$ cat config.mk
export PLATFORM = sky130hd
export DESIGN_NAME = seq_muldiv
export DESIGN_NICKNAME = d
export VERILOG_FILES = /design/src/rtl/cpu_pkg.sv /design/src/rtl/seq_muldiv_booth_step.sv /design/src/rtl/seq_muldiv.sv
export SDC_FILE = /design/constraint.sdc
export NUM_CORES = 1
export LEC_CHECK = 0
export BUFFER_PORTS_ARGS = -buffer_cell sky130_fd_sc_hd__buf_2
export CELL_PAD_IN_SITES_DETAIL_PLACEMENT = 1
export CELL_PAD_IN_SITES_GLOBAL_PLACEMENT = 1
export CORE_MARGIN = 8
export CORE_UTILIZATION = 30
export CTS_BUF_LIST = sky130_fd_sc_hd__clkbuf_2 sky130_fd_sc_hd__clkbuf_4 sky130_fd_sc_hd__clkbuf_8
export DETAILED_ROUTE_END_ITERATION = 8
export GPL_ROUTABILITY_DRIVEN = 0
export HOLD_SLACK_MARGIN = 0.02
export MAX_ROUTING_LAYER = met4
export PLACE_DENSITY = 0.54
export SETUP_SLACK_MARGIN = 0.3
export SYNTH_ARGS = -nofsm -noshare
export SYNTH_HDL_FRONTEND = slang
export SYNTH_HIERARCHICAL = 1
export SYNTH_SLANG_ARGS = --single-unit
$ cat constraint.sdc
create_clock -name clk -period 8 [get_ports clk]
set_input_delay 0.4 -clock clk [delete_from_list [all_inputs] [get_ports clk]]
set_output_delay 0.4 -clock clk [all_outputs]
set_load 0.03 [all_outputs]
$ cat src/rtl/cpu_pkg.sv
// Shared CPU datapath definitions: multiply/divide op encodings, FSM states
// and the default iteration count for seq_muldiv.
package cpu_pkg;

  localparam int MULDIV_ITER = 32;

  localparam logic OP_MUL = 1'b0;
  localparam logic OP_DIV = 1'b1;

  typedef enum logic [1:0] {
    IDLE = 2'd0,
    RUN  = 2'd1,
    FIN  = 2'd2
  } muldiv_state_t;

endpackage

$ cat src/rtl/seq_muldiv_booth_step.sv
// One radix-2 Booth iteration: add/subtract/hold the multiplicand into the
// upper accumulator, then arithmetic-shift {A, Q, Q-1} right by one.
module booth_step #(
  parameter int W = 32
) (
  input  logic signed [W:0]   acc_hi_i,
  input  logic        [W-1:0] acc_lo_i,
  input  logic                qm1_i,
  input  logic        [W-1:0] mcand_i,
  output logic signed [W:0]   acc_hi_o,
  output logic        [W-1:0] acc_lo_o,
  output logic                qm1_o
);

  // A carries one guard bit so subtracting -2^(W-1) cannot overflow the sign.
  logic signed [W:0] m_ext;
  logic signed [W:0] sum;

  assign m_ext = {mcand_i[W-1], mcand_i};

  always_comb begin
    sum = acc_hi_i;
    unique case ({acc_lo_i[0], qm1_i})
      2'b01:   sum = acc_hi_i + m_ext;
      2'b10:   sum = acc_hi_i - m_ext;
      default: sum = acc_hi_i;
    endcase
    {acc_hi_o, acc_lo_o, qm1_o} = {sum[W], sum, acc_lo_i};
  end

endmodule

$ cat src/rtl/seq_muldiv.sv
// Sequential signed multiply (radix-2 Booth) / divide (restoring) unit.
// Define SEQ_MULDIV_DIV_EN to build the divider; otherwise DIV returns zeros.
module seq_muldiv
  import cpu_pkg::*;
#(
  parameter int wordSize = MULDIV_ITER
) (
  input  logic                clk,
  input  logic                clr,
  input  logic                start,
  input  logic                op,
  input  logic [wordSize-1:0] a_in,
  input  logic [wordSize-1:0] b_in,
  output logic [wordSize-1:0] z_high,
  output logic [wordSize-1:0] z_low,
  output logic                busy,
  output logic                done,
  output logic                div_by_zero
);

  localparam int CW = $clog2(wordSize);

  muldiv_state_t              state_q;
  logic [CW-1:0]              cnt_q;
  logic signed [wordSize:0]   hi_q;
  logic [wordSize-1:0]        lo_q;
  logic [wordSize-1:0]        m_q;
  logic                       qm1_q;
  logic [wordSize-1:0]        z_high_q, z_low_q;
  logic                       busy_q, done_q, dbz_q;

  logic signed [wordSize:0]   bth_hi;
  logic [wordSize-1:0]        bth_lo;
  logic                       bth_qm1;
  logic signed [wordSize:0]   step_hi_d;
  logic [wordSize-1:0]        step_lo_d;
  logic                       step_qm1_d;
  logic [wordSize-1:0]        res_hi_d, res_lo_d;

  booth_step #(.W(wordSize)) u_booth (
    .acc_hi_i (hi_q),
    .acc_lo_i (lo_q),
    .qm1_i    (qm1_q),
    .mcand_i  (m_q),
    .acc_hi_o (bth_hi),
    .acc_lo_o (bth_lo),
    .qm1_o    (bth_qm1)
  );

`ifdef SEQ_MULDIV_DIV_EN
  logic                op_q;
  logic                neg_quo_q, neg_rem_q;
  logic [wordSize:0]   div_shift, div_diff;

  function automatic logic [wordSize-1:0] mag(input logic [wordSize-1:0] v);
    return v[wordSize-1] ? -v : v;
  endfunction

  // Restoring step on magnitudes: remainder in hi_q, dividend/quotient in lo_q.
  always_comb begin
    div_shift = {hi_q[wordSize-1:0], lo_q[wordSize-1]};
    div_diff  = div_shift - {1'b0, m_q};
  end
`endif

  always_comb begin
    step_hi_d  = bth_hi;
    step_lo_d  = bth_lo;
    step_qm1_d = bth_qm1;
`ifdef SEQ_MULDIV_DIV_EN
    if (op_q == OP_DIV) begin
      step_hi_d  = div_diff[wordSize] ? div_shift : div_diff;
      step_lo_d  = {lo_q[wordSize-2:0], ~div_diff[wordSize]};
      step_qm1_d = 1'b0;
    end
`endif
    res_hi_d = step_hi_d[wordSize-1:0];
    res_lo_d = step_lo_d;
`ifdef SEQ_MULDIV_DIV_EN
    if (op_q == OP_DIV) begin
      res_lo_d = neg_quo_q ? -step_lo_d : step_lo_d;
      res_hi_d = neg_rem_q ? -step_hi_d[wordSize-1:0] : step_hi_d[wordSize-1:0];
    end
`endif
  end

  always_ff @(posedge clk) begin
    if (clr) begin
      state_q  <= IDLE;
      busy_q   <= 1'b0;
      done_q   <= 1'b0;
      dbz_q    <= 1'b0;
      z_high_q <= '0;
      z_low_q  <= '0;
    end else begin
      unique case (state_q)
        IDLE: begin
          done_q <= 1'b0;
          if (start) begin
            busy_q  <= 1'b1;
            dbz_q   <= 1'b0;
            cnt_q   <= '0;
            hi_q    <= '0;
            lo_q    <= b_in;
            m_q     <= a_in;
            qm1_q   <= 1'b0;
            state_q <= RUN;
`ifdef SEQ_MULDIV_DIV_EN
            op_q <= op;
            if (op == OP_DIV) begin
              lo_q      <= mag(a_in);
              m_q       <= mag(b_in);
              neg_quo_q <= a_in[wordSize-1] ^ b_in[wordSize-1];
              neg_rem_q <= a_in[wordSize-1];
              if (b_in == '0) begin
                state_q  <= FIN;
                done_q   <= 1'b1;
                dbz_q    <= 1'b1;
                z_high_q <= a_in;
                z_low_q  <= '1;
              end
            end
`else
            if (op == OP_DIV) begin
              state_q  <= FIN;
              done_q   <= 1'b1;
              z_high_q <= '0;
              z_low_q  <= '0;
            end
`endif
          end
        end
        RUN: begin
          hi_q  <= step_hi_d;
          lo_q  <= step_lo_d;
          qm1_q <= step_qm1_d;
          cnt_q <= cnt_q + CW'(1);
          // Results land on the same edge that enters FIN, so done and data align.
          if (cnt_q == CW'(wordSize - 1)) begin
            state_q  <= FIN;
            done_q   <= 1'b1;
            z_high_q <= res_hi_d;
            z_low_q  <= res_lo_d;
          end
        end
        FIN: begin
          state_q <= IDLE;
          busy_q  <= 1'b0;
          done_q  <= 1'b0;
        end
        default: state_q <= IDLE;
      endcase
    end
  end

  assign z_high      = z_high_q;
  assign z_low       = z_low_q;
  assign busy        = busy_q;
  assign done        = done_q;
  assign div_by_zero = dbz_q;

endmodule

==> key figures, run 1 <==
Status
  – Outcome: completed

Worst setup path
  – WS Path Type: flip-flop to flip-flop
  – CP arrival: 5.52 ns
  – Bufs and invs on worst path: 0
  – CP Capture Type: flip-flop
  – Cell family with most CP delay: simple AND/OR/NAND/NOR gates
  – Crit path launch: m_q[4]
  – CP required: about 8.4 ns
  – Worst Path Max Fanout: 6
  – Setup crit start kind: flip-flop
  – FF-to-FF Start: m_q[4]
  – Slowest Stage Delay on Critical Path: between 0.5 and 0.6 ns
  – Critical-path cell list: or3_1 -> or3_1 -> nor3_1 -> and3_2 -> nor2_1 -> xnor2_1 -> ha_1 -> nand2_1 -> o21ai_0 -> a221o_1 -> a21oi_1 -> and3b_1 -> a221oi_1 -> nor4b_1 -> nor3_1 -> nand4_1 -> a21oi_1
  – Slowest CP cell: a221oi_1

Synthesis
  – Post-synthesis sequential area ratio: between 40% and 50%
  – Post-synth EDFFs: roughly 100
  – Post-synth top area cell: edfxtp_1
  – Top cells by area, synth: edfxtp_1, dfxtp_1, ha_1
  – Synth Area in Compound Gates: between 15 and 20%
  – Mux contribution to synthesized area: 4.355%
  – XOR/XNOR share of the synthesized area: between 4 and 5%
  – Mapped cell area: between 0.009 and 0.01 sq mm
  – Synth top area share: between 30% and 40%
  – Post-synth ARST share: 0%
  – Synth Instances: approximately 1.0k
  – Synth Net Count: 1116
  – Largest family of logic cells by synthesized area: compound AO/OA/AOI/OAI gates
  – Prevailing post-synth register cell: edfxtp_1
  – Simple-gate share of the synthesized area: 15.51%
  – Distinct cell type count after synthesis: 72
  – Mean Syn Cell Area: a little under 10 sq um
  – Register bit count reported by yosys: 171
  – Synth warnings: 6
  – Adder-cell share of the synthesized area: 5.222%

Layout
  – Commonest non-fill, non-tap cell in the layout: buf_2
  – Most frequent cells in the layout: buf_2, edfxtp_1, a21oi_1, nand4_1, dfxtp_1
  – Fillers: 3752
  – Final Non-Filler Cells: approximately 1.5k
  – Layout cells sized above 1: between 20% and 30%
  – Final nets: ~1.2k
  – Area Overhead vs Synth: 11.72%

Placed design
  – Pre-CTS WS: between 2 and 3 ns
  – Final HPWL from detailed placement: slightly below 20000 um
  – Dpl cells: ~1.5k
  – Count of input and output buffers: roughly 130

Drt
  – DRC viols: 0
  – Vias: 7695
  – Routed len/inst: a little under 20 um
  – Via density: about 5
  – DR WL met3: around 1700 um
  – DRT antenna net count: 0
  – DR WL met2: 12910 um
  – DR top layer: met4
  – Drt initial violations: between 300 and 400
  – Routed length on met1: 14430 um
  – WL final: roughly 30000 um
  – Number of iterations in the first detailed-routing pass: 4

Flow run
  – Max Cap Viol: 0

Timing
  – Final period util: a little under two thirds
  – Slew headroom: between 30% and 40%
  – Fmax achieved: 196.4 MHz
  – PnR worst setup slack: approximately 2.9 ns
  – Tmin final: approximately 5 ns
  – Endpoints failing setup: 0
  – Worst slew pin tran: about 1.0 ns
  – RSZ-0062 raised after global routing: no
  – Slew Limit Fails: 0
  – Final hold vios: 0
  – Total negative slack: 0 ns
  – Worst Skew: ~0.017 ns

Clock tree
  – Clock transition at path regs: around 0.11 ns
  – CTS buffer count: 17
  – Htree depth: 4
  – CTS tree: yes
  – Clk_lat worst skew: roughly 0.49 ns
  – Post-CTS resize count: 0
  – CTS Sinks: roughly 170
  – Post-CTS Hold Fix Bufs: 0
  – Clock root buffer: clkbuf_8
  – Setup bufs post-CTS: 0
  – Clock Path Buffers: 2

Power and ir drop
  – Worst vdd rail ir drop: approximately 0.11 mV
  – Pwr Density: 200.7 mW/mm^2
  – Leak pwr: approximately 4.1 nW

GRT
  – Total gr overflow: 0
  – Global-route wire length before repair: roughly 47000 um
  – Initial antenna violation count: 3
  – Vias in the first global route: a little over 8k
  – Largest net degree at the start of global routing: between 90 and 100
  – Total GRT Usage: 15.74%

Floorplanning
  – Starting density of the core: 30.56%
  – Die span in y: 198.3 um
  – Placement Rows: 66
  – Die area: just under 0.04 sq mm
  – Chip width: a little under 200 um
  – Core area: around 0.033 sq mm
  – Boundary pin count: about 140

Min path
  – Worst min path class: input port to flip-flop
  – Hold Crit Start: a_in[29]
==> final cells by class <==
class                   instances  area (sq um)  area share (%)
clock inverters                14         180.2           1.618
multi-input cells             709          4867           43.70
clock buffers                  18         241.5           2.168
diodes                          3         7.507         0.06741
flip-flops and latches        171          4454           40.00
repair buffers                141         728.2           6.539
well taps                     442         553.0           4.966
inverters                      28         105.1          0.9437
==> logic make-up after synthesis <==
group	count (synthesis)
and+or+nand+nor	279
buffers and inverters	127
muxes	38
adders and majority gates	41
DFF	171
AOI/OAI and AO/OA	294
other	1
xor gates and xnor gates	56
==> final timing paths <==
path | to | depth (start not counted) | slack (ns)
worst max register to register | z_high[30] | 17 | 2.91
worst min-delay path | m_q[29] | 1 | 0.08
worst max-delay path | z_high[30] | 17 | 2.91
worst min register to register | busy | 2 | 0.48
==> cell usage after synthesis (all sizes together) (5+ instances only) <==
library cell	instances
a211oi	9
a21o	12
a21oi	112
a31oi	9
and2	40
and3	8
buf	65
clkbuf	33
dfxtp	68
edfxtp	103
ha	40
inv	27
mux2	33
mux2i	5
nand2	52
nand3	10
nand4	69
nor2	44
nor2b	5
nor3	21
o21a	5
o21ai	112
o21bai	7
o31ai	5
xnor2	44
xor2	12
==> stage by stage <==
stage	hold WS (ns)	total power (W)	utilization (%)	instance area [sq um]
detailed placement	0.4712	0.001571	32.83	10710
global placement	0.4592	0.001573	32.83	10710
finish	0.08484	0.002235	34.14	11140
floorplan	0.4837	0.001440	-	9968
CTS	0.03263	0.002274	34.12	11130
global route	0.03995	0.002366	34.14	11140
==> per-layer routing <==
layer,vias to the layer above,global-route usage [%]
li1,3804,-
met1,3745,20.76
met2,127,23.29
met3,19,4.550
met4,0,4.176
met5,-,-
==> state kept, by name (all words and copies together) (netlist names) <==
register / cells
hi_q: 33
lo_q: 32
m_q: 32
z_high: 32
z_low: 32
cnt_q: 5
state_q: 2
busy: 1
done: 1
qm1_q: 1
==> power by group <==
part | switching (W) | leakage (nW) | internal (W)
Combinational | 0.000355 | 2.32 | 0.000188
Sequential | 0.0000278 | 1.52 | 0.000980
Clock | 0.000364 | 0.219 | 0.000321
No activity file was read; power rests on OpenSTA's default activity.
==> run 2: changes to the inputs <==
==> constraint.sdc (replaced) <==
create_clock -name clk -period 4.7 [get_ports clk]
set_input_delay 0.235 -clock clk [delete_from_list [all_inputs] [get_ports clk]]
set_output_delay 0.235 -clock clk [all_outputs]
set_load 0.03 [all_outputs]
==> run 2 against run 1 <==
Effect of this change: worst hold slack got worse by 0.022 ns; critical path depth rose by 2; largest power group unchanged; non-clock buffer count rose by 95; highest routed layer unchanged; setup slack got worse by 2.4 ns; die area did not move.
==> key figures, run 2 (synthesis results as in run 1) <==
Timing
  – Worst Skew: 0.01746 ns (was 0.01691 ns)
  – Final period util: 90.13% (was 63.63%)
  – Endpoints failing setup: 0 (unchanged)
  – Worst slew pin tran: 1.030 ns (was 1.023 ns)
  – Slew Limit Fails: 0 (unchanged)
  – Total negative slack: 0 ns (unchanged)
  – Final hold vios: 0 (unchanged)
  – PnR worst setup slack: 0.4637 ns (was 2.909 ns)
  – Worst hold slack: 0.06327 ns (was 0.08484 ns)
  – Tmin final: 4.236 ns (was 5.091 ns)
  – RSZ-0062 raised after global routing: yes (was no)
  – Fmax achieved: 236.1 MHz (was 196.4 MHz)
  – Slew headroom: 31.15% (was 31.81%)

Min path
  – Worst min path class: input port to flip-flop (unchanged)

Clock tree
  – CTS buffer count: 17 (unchanged)
  – CTS tree: yes (unchanged)
  – Htree depth: 4 (unchanged)
  – Clock Path Buffers: 2 (unchanged)
  – Clk_lat worst skew: 0.48 ns (was 0.49 ns)
  – Clock transition at path regs: 0.10 ns (was 0.11 ns)
  – Clock root buffer: clkbuf_8 (unchanged)
  – CTS Sinks: 171 (unchanged)

GRT
  – Vias in the first global route: 8575 (was 8226)
  – Initial antenna violation count: 2 (was 3)
  – Global-route wire length before repair: 48420 um (was 47320 um)
  – Total gr overflow: 0 (unchanged)
  – Largest net degree at the start of global routing: 72 (was 91)
  – Total GRT Usage: 16.12% (was 15.74%)

Placed design
  – Pre-CTS WS: 0.002118 ns (was 2.968 ns)
  – Count of input and output buffers: 133 (unchanged)
  – Final HPWL from detailed placement: 20630 um (was 19770 um)

Worst setup path
  – WS Path Type: flip-flop to flip-flop (unchanged)
  – Worst Path Max Fanout: 5 (was 6)
  – CP arrival: 4.66 ns (was 5.52 ns)
  – CP required: 5.12 ns (was 8.43 ns)
  – CP Capture Type: flip-flop (unchanged)
  – Setup crit start kind: flip-flop (unchanged)

Layout
  – Sequential standard cell area: 0.004454 sq mm (unchanged)
  – Commonest non-fill, non-tap cell in the layout: buf_2 (unchanged)
  – Area Overhead vs Synth: 23.13% (was 11.72%)
  – Final nets: 1272 (was 1177)
  – Fillers: 3680 (was 3752)
  – Largest Register: hi_q (unchanged)
  – Most frequent cells in the layout: buf_2, edfxtp_1, nand4_1, dfxtp_1, a21oi_1 (was buf_2, edfxtp_1, a21oi_1, nand4_1, dfxtp_1)
  – Final core utilization: 37.63% (was 34.14%)
  – Layout cells sized above 1: 30.10% (was 24.42%)
  – Multi-input gate area: 0.005146 sq mm (was 0.004867 sq mm)
  – Max FFs per register: 33 (unchanged)

Power and ir drop
  – Tot Pwr: 0.003966 W (was 0.002235 W)
  – Pwr Density: 323.1 mW/mm^2 (was 200.7 mW/mm^2)
  – Worst vdd rail ir drop: 0.1809 mV (was 0.1103 mV)
  – Leak pwr: 4.512 nW (was 4.061 nW)

Drt
  – Vias: 8083 (was 7695)
  – Drt initial violations: 402 (was 322)
  – WL final: 30810 um (was 29370 um)
  – Routed len/inst: 19.02 um (was 19.24 um)
  – DRT antenna net count: 0 (unchanged)
  – Number of iterations in the first detailed-routing pass: 4 (unchanged)
  – Via density: 4.990 (was 5.043)
  – DRC viols: 0 (unchanged)

Floorplanning
  – Boundary pin count: 135 (unchanged)
  – Core area: 0.03262 sq mm (unchanged)
  – Placement Rows: 66 (unchanged)
  – Die span in y: 198.3 um (unchanged)
  – Starting density of the core: 30.56% (unchanged)
  – Die area: 0.03932 sq mm (unchanged)
  – Chip width: 198.3 um (unchanged)

Status
  – Outcome: completed (unchanged)

Flow run
  – Max Cap Viol: 0 (unchanged)
-- run 2: cell count changes in the layout (fill, tap and decap cells not counted), sizes merged --
cell / delta
dlygate4sd3: +56
buf: +39
inv: -4
clkbuf: +3
bufinv: -1
clkinv: +1
clkinvlp: +1
diode: -1
-- run 2: where the power goes --
part | internal, W | switching (W) | total (W)
sequential | 0.00167 | 0.0000490 | 0.00172
combinational | 0.000427 | 0.000661 | 0.00109
clock | 0.000533 | 0.000627 | 0.00116
total | 0.00263 | 0.00134 | 0.00397
-- run 2: final cells by class --
type                            instances  share of cell area, %
Multi-Input combinational cell        709                  41.93
Timing Repair Buffer                  236                  12.88
Clock inverter                         11                  1.244
Sequential cell                       171                  36.29
Inverter                               28                 0.8563
Clock buffer                           21                  2.253
Antenna cell                            2                0.04077
Tap cell                              442                  4.506
-- run 2: worst paths after layout --
kind | cells after the start | end | startpoint | slack [ns]
worst max register to register | 19 | z_high[30] | m_q[4] | 0.46
worst min register to register | 2 | busy | busy | 0.48
worst min-delay path | 2 | lo_q[26] | b_in[26] | 0.06
worst max-delay path | 19 | z_high[30] | m_q[4] | 0.46
-- run 2: repair_timing --
action,CTS,global route
endpoints found under the setup margin,15,27
pin swaps,6,39
hold buffers,56,0
hold endpoints to repair,56,0
gates cloned,0,0
gates resized for setup,20,50
setup buffers,3,23
-- run 2: critical path, stage by stage (launching register included) --
cell,delay [ns]
edfxtp_1,0.44
or3_4,0.39
buf_4,0.15
nor4_4,0.18
and3_4,0.24
and2b_2,0.20
a21oi_1,0.09
xnor2_1,0.23
ha_1,0.31
a21oi_2,0.23
o21ai_2,0.09
a221o_1,0.31
a21oi_2,0.14
and3b_1,0.18
a221oi_2,0.07
buf_4,0.16
and4_1,0.21
nor3_2,0.22
nand4_1,0.16
a21oi_2,0.18
-- run 2: routing by layer --
metal | GRT usage [%] | routed length (um)
met5 | - | 0
met4 | 3.623 | 272
met3 | 4.567 | 1664
met2 | 24.71 | 13940
met1 | 20.89 | 14930
-- run 2: through the flow --
step	std cells	area (sq um)
3_3_place_gp	1504	10810
4_1_cts	1595	11890
2_1_floorplan	1007	9972
5_1_grt	1620	12270
3_5_place_dp	1504	10810
6_report	1620	12270
